--- config.mk ---
export PLATFORM = sky130hd
export DESIGN_NAME = alu_reg_file
export DESIGN_NICKNAME = d
export VERILOG_FILES = /design/src/rtl/alu_reg_file.sv
export SDC_FILE = /design/constraint.sdc
export NUM_CORES = 1
export LEC_CHECK = 0
export CORE_MARGIN = 8
export CORE_UTILIZATION = 45
export DETAILED_ROUTE_END_ITERATION = 8
export PLACE_DENSITY_LB_ADDON = 0.12
export SLEW_MARGIN = 15
export SYNTH_ARGS = -nofsm -noshare
export SYNTH_HDL_FRONTEND = slang
export SYNTH_SLANG_ARGS = --single-unit
--- constraint.sdc ---
create_clock -name CLK -period 5 [get_ports CLK]
set_clock_uncertainty 0.1 [all_clocks]
set_input_delay 1 -clock CLK [delete_from_list [all_inputs] [get_ports CLK]]
set_output_delay 1 -clock CLK [all_outputs]
set_load 0.05 [all_outputs]
--- src/rtl/alu_reg_file.sv ---
// alu_reg_file: 8 x 8-bit register file (2 comb read ports, 1 write port) feeding an 8-bit ALU.
// Latency: reads and ALU are combinational; register write lands 1 CLK edge later.
// Backpressure: none; every edge with WRITEENABLE=1 commits ALU_RESULT. Optional macro ALU_REG_FILE_SIM_DELAY_EN adds sim delays.
`ifdef ALU_REG_FILE_SIM_DELAY_EN
    `define ALU_REG_FILE_WDLY #1
`else
    `define ALU_REG_FILE_WDLY
`endif

module alu_reg_file (
    input  logic       CLK,
    input  logic       RESET,
    input  logic       WRITEENABLE,
    input  logic [2:0] WRITEREG,
    input  logic [2:0] READREG1,
    input  logic [2:0] READREG2,
    input  logic [7:0] OPERAND2,
    input  logic [2:0] ALUOP,
    output logic [7:0] REGOUT1,
    output logic [7:0] REGOUT2,
    output logic [7:0] ALU_RESULT,
    output logic       ZERO
);

    localparam int         NREGS  = 8;
    localparam logic [2:0] OP_FWD = 3'b000;
    localparam logic [2:0] OP_ADD = 3'b001;
    localparam logic [2:0] OP_AND = 3'b010;
    localparam logic [2:0] OP_OR  = 3'b011;

    logic [7:0] regs [NREGS];
    logic [7:0] alu_val;

    // Register state: reset clears everything and wins over a same-edge write.
    always_ff @(posedge CLK) begin
        if (RESET) begin
            for (int i = 0; i < NREGS; i++) begin
                regs[i] <= `ALU_REG_FILE_WDLY 8'h00;
            end
        end else if (WRITEENABLE) begin
            regs[WRITEREG] <= `ALU_REG_FILE_WDLY ALU_RESULT;
        end
    end

    // ALU: operand 1 is always read port 1; reserved ops force zero.
    always_comb begin
        alu_val = 8'h00;
        case (ALUOP)
            OP_FWD:  alu_val = OPERAND2;
            OP_ADD:  alu_val = REGOUT1 + OPERAND2;
            OP_AND:  alu_val = REGOUT1 & OPERAND2;
            OP_OR:   alu_val = REGOUT1 | OPERAND2;
            default: alu_val = 8'h00;
        endcase
    end

`ifdef ALU_REG_FILE_SIM_DELAY_EN
    logic [7:0] alu_fast;
    logic [7:0] alu_slow;

    // Reads see no write bypass; the old value is visible until the edge.
    assign #2 REGOUT1 = regs[READREG1];
    assign #2 REGOUT2 = regs[READREG2];

    // ADD is modelled slower than the bitwise and forwarding paths.
    assign #1 alu_fast  = alu_val;
    assign #2 alu_slow  = alu_val;
    assign ALU_RESULT   = (ALUOP == OP_ADD) ? alu_slow : alu_fast;
`else
    // Reads see no write bypass; the old value is visible until the edge.
    assign REGOUT1    = regs[READREG1];
    assign REGOUT2    = regs[READREG2];
    assign ALU_RESULT = alu_val;
`endif

    // Branch flag tracks the ALU result in every mode.
    assign ZERO = (ALU_RESULT == 8'h00);

endmodule

`undef ALU_REG_FILE_WDLY

Yosys cells after proc, flatten, opt, wreduce, memory -nomap -nowiden
Memory sizes are Yosys's and may differ from the RTL's.
Cells that the tools add are included.
{ "op_classes": {"n_addsub": 1, "multipliers": 0, "n_div": 0, "magnitude_cmp": 0, "n_eq_ne": 3, "shift": 0, "muxes": 9, "bitwise": 2, "reduce_logical": 3} }
{ "ops": {"columns": ["cell", "count"], "rows": [
  ["8-bit one-hot mux with 4 select lines", 1],
  ["8-bit adder", 1],
  ["8-bit bitwise AND", 1],
  ["8-bit zero test", 1],
  ["8-bit two-way mux", 1],
  ["8-bit OR", 1],
  ["8-bit OR reduction", 1],
  ["3-bit by 2-bit equality test with 1-bit output, second input constant", 2],
  ["1-bit two-way mux", 6],
  ["3-bit by 1-bit equality test with 1-bit output, second input constant", 1],
  ["3-bit zero test", 1],
  ["3-bit two-way mux", 1]
]} }
{ "word_totals": {"register_bits": 0, "latchBits": 0, "ram_bits": 64, "rom_bits": 0, "in_bits": 23, "output_inout_bits": 25, "elab_cells": 19, "n_memories": 1} }
{ "memory_table": {"columns": ["memory", "depth", "word_bits", "read_ports", "rd_ports_with_merged_regs", "write_ports", "line", "text"], "rows": [
  ["regs", 8, 8, 2, 0, 8, "31", "logic [7:0] regs [NREGS];"]
]} }

Logic depth before layout (Yosys ltp)
{ "logic_depth": {"word_depth": 5, "depth_mapped": 13, "mapped_depth_nobuf": 11} }

Worst setup path before layout
Ideal clock, no wire load.
{ "synth_path": {"path_type": "input to output", "startpoint": "input port READREG1[0]", "endpoint": "output port ZERO", "t_arrival_ns": 4.641, "required_ns": 3.900, "slack_ns": -0.741, "cell_stages": 13, "path_buffers": 3, "cell_sequence": "buf_2 -> buf_2 -> mux4_2 -> mux2i_1 -> inv_1 -> ha_1 -> fa_1 -> mux4_2 -> nand2b_1 -> buf_6 -> and3_1 -> and4_1 -> and3_1"} }
{ "synth_via": {"elab_chain_len": 4, "word_cells_on_any_way": 6, "cone_classes": "1 x add/sub; 1 x mux; 2 x bitwise; 1 x reduce/logical; 1 x memory"} }
{ "synth_lines": {"columns": ["item", "line", "text"], "rows": [
  ["start: declaration", "15", "input logic [2:0] READREG1,"],
  ["memory read 8 x 8 bit *", null, null],
  ["via REGOUT1[0]", "19", "output logic [7:0] REGOUT1,"],
  ["8-bit adder, or another cell as far along", "50", "OP_ADD: alu_val = REGOUT1 + OPERAND2;"],
  ["8-bit one-hot mux with 4 select lines *", "48", "case (ALUOP)"],
  ["8-bit zero test *", "77", "assign ZERO = (ALU_RESULT == 8'h00);"],
  ["end: declaration", "22", "output logic ZERO"]
]} }
The timed path passes the listed nets; every way through them passes the cells marked *.

Worst setup path after layout
{ "layout_path": {"startpoint": "input port READREG1[0]", "endpoint": "output port ZERO"} }
{ "layout_via": {"elab_chain_len": 4, "word_cells_on_any_way": 6, "cone_classes": "1 x add/sub; 1 x mux; 2 x bitwise; 1 x reduce/logical; 1 x memory"} }
{ "layout_lines": {"columns": ["item", "line"], "rows": [
  ["memory read 8 x 8 bit *", null],
  ["8-bit adder, or another cell as far along", "50"],
  ["8-bit one-hot mux with 4 select lines *", "48"],
  ["8-bit zero test *", "77"]
]} }
Every way passes the cells marked *; elsewhere a longest branch is shown, timed or not.

==> out/metrics.yaml <==
floorplanning:
  fp.dieW_um: 112
  core_area_um2: 9060
  die_area_um2: 12500
  start_util: 0.455
  top_level_ports: 48
  die_h_um: 112
  num_rows: 35
setup_path:
  cp-end-kind: "primary output"
  critical-path-max-stage-delay_ns: 0.49
  worstSetupPathType: "in2out"
  worst_ep_required_time_ns: 3.90
  slowest_stage: "mux4_2"
  cp_max_fo: 4
  crit_chain: "buf_2 -> buf_12 -> buf_12 -> mux4_2 -> mux2i_2 -> inv_1 -> fa_1 -> mux4_2 -> nand2b_1 -> and3_1 -> and4_1 -> and3_4 -> buf_12"
  worstPathArrival_ns: 3.80
  startpoint_type: "primary input"
  cpMostUsedCell: "buf_12"
clocking:
  cts_root_buf: "clkbuf_8"
  cts.sinks: 64
  clkLatencyLatePin_ns: 0.33
  hold_buffers: 0
  clk_pin_slew_ns: 0.07
  numCtsBuffers: 9
  cts_tree: "yes"
  clockBufferDepth: 2
  htree_levels: 3
global_route:
  grt_pass1_vias: 3060
  antenna_found_initial: 0
  grtUsageTotal: 0.178
  grt_max_degree: 17
  grt_pass1_wl_mm: 16.8
  grt_overflow_total: 0
placement:
  place.gp.congestion: 0.813
  dp_hpwl_mm: 8.03
  io_buffers: 47
  dp_worst_setup_slack_ns: -0.389
finish:
  drive_gt1_frac: 0.383
  multi_input_area_um2: 2050
  n_antenna_cell: 0
  largest_register_ffs: 64
  fillCellCount: 735
  seqCellArea_um2: 1920
  final_nets: 463
  post-route-util: 0.587
  regMostFlops: "regs"
  area_growth_pct: 29.1
  largest_registers: "regs (64)"
timing:
  maxSlewViolCount: 0
  setup_viol: 0
  tns_ns: 0
  period_share: 0.980
  hold_viol: 0
  relSlewSlack: 0.605
  final.setup.worst_slack_ns: 0.102
  worstMarginPinSlew_ns: 0.591
  fmax_mhz: 204
  finalCriticalPeriod_ns: 4.90
logic_synthesis:
  synth-adder-area-share: 0.0534
  synth_nets: 365
  ys_async_sr_fraction: 0
  yosysWarnings: 0
  synth_compound_area_frac: 0.0674
  syn_inst: 325
  synthMuxAreaShare: 0.229
  ys_ff_latch: 64
  postSynthAreaPerCell_um2: 12.7
  ys_seq_area_frac: 0.466
  synth_area_um2: 4120
  ys_types: 48
  synth_top_family_by_area: "multiplexers"
  synth_xor_area_frac: 0.00850
  synth_edf_count: 64
  synth_simple_gate_area_frac: 0.121
  synthFlopType: "edfxtp_1"
outcome:
  status: "completed"
min_path:
  hold_path.class: "reg2reg"
drt:
  drtIter0Drc: 238
  drc: 0
  vias: 2964
  drtPass1Iterations: 5
  via_per_inst: 5.50
  routedWlPerCell_um: 20.5
  routed_wl_mm: 11.1
  ant_nets: 0
pwr:
  leakagePower_uw: 0.00217
  ir_drop_uv: 190
  powerDensity_nw_per_um2: 285
flow_run:
  maxCapViolations: 0
[worst paths after layout]
kind                            start                        to  slack, ns  cells past startpoint
max reg2reg  regs[3][0]$_SDFFCE_PN0P_  regs[7][7]$_SDFFCE_PN0P_       1.80                     13
max                       READREG1[0]                      ZERO       0.10                     13
min          regs[0][5]$_SDFFCE_PN0P_  regs[5][5]$_SDFFCE_PN0P_       1.49                      9
min reg2reg  regs[0][5]$_SDFFCE_PN0P_  regs[5][5]$_SDFFCE_PN0P_       1.49                      9
[cells by family after synthesis]
family	after synthesis
muxes	52
AOI/OAI and AO/OA	30
and+or+nand+nor	113
buffers and inverters	45
adders and majority gates	17
xor gates and xnor gates	4
DFF	64
[cells in the final DEF (no fill, tap or decap), types with 9 or more instances in the layout]
master and n:
buf_4 76, clkbuf_8 9, clkdlybuf4s50_1 19, edfxtp_1 64, ha_1 14, inv_1 23, mux4_2 33, nand2_1 12
nand2b_1 10, nor2_1 78
[repair_timing]
item | CTS | global route
endpoints found under the setup margin | 8 | 3
hold endpoints to repair | 0 | 0
setup buffers | 14 | 3
pin swaps | 3 | 5
resized for setup | 6 | 12
[area by class of cell]
cell class,count,share of cell area
Multi-Input combinational cell,216,0.386
Sequential cell,64,0.361
Timing Repair Buffer,105,0.174
Tap cell,111,0.0261
Clock buffer,12,0.0254
Inverter,27,0.0190
Clock inverter,4,0.00846
[synthesized netlist by cell type (2+ instances only)]
master | n | area [um^2]
nand2_1 | 12 | 45.0
buf_1 | 4 | 15.0
ha_1 | 16 | 200
o21ai_1 | 2 | 10.0
mux2_2 | 8 | 90.1
mux4_2 | 33 | 743
clkbuf_1 | 4 | 15.0
buf_2 | 4 | 20.0
a21oi_1 | 4 | 20.0
nand2b_1 | 10 | 62.6
nor2_1 | 79 | 297
a21oi_2 | 4 | 35.0
xnor2_1 | 3 | 26.3
inv_1 | 25 | 93.8
and3_1 | 2 | 12.5
o21ai_0 | 2 | 10.0
inv_2 | 2 | 7.51
o211ai_1 | 2 | 15.0
nor2b_1 | 2 | 12.5
buf_6 | 4 | 45.0
a211oi_1 | 2 | 15.0
edfxtp_1 | 64 | 1920
mux2i_1 | 11 | 110
nand3_1 | 2 | 10.0
[worst max-delay path, delay by kind of cell]
| kind | cells | cell delay [ns] |
|---|---|---|
| muxes | 3 | 1.14 |
| and+or+nand+nor | 4 | 0.61 |
| adders and majority gates | 1 | 0.45 |
| buffers and inverters | 5 | 0.58 |
[report_power, final]
part	internal, uW	total, uW	leakage [uW]	switching [uW]
sequential	613	624	0.000664	11.0
combinational	216	479	0.00142	263
clock	228	414	0.0000857	187
[layer usage]
layer | vias up | routed length, um | track usage
met5 | - | 0 | 0
met4 | 0 | 112 | 0.0647
met3 | 12 | 666 | 0.0373
met2 | 115 | 5730 | 0.311
met1 | 1455 | 4540 | 0.212
li1 | 1382 | - | -
[metrics by stage]
stage,hold slack (ns),power [uW],std cells,area [um^2]
after global placement,1.42,1080,506,4960
after CTS,1.50,1510,536,5240
after floorplan,1.23,916,325,4170
after detailed placement,1.45,1080,506,4960
after global routing,1.56,1580,539,5320
final,1.49,1520,539,5320
No activity file was read; power rests on OpenSTA's default activity.
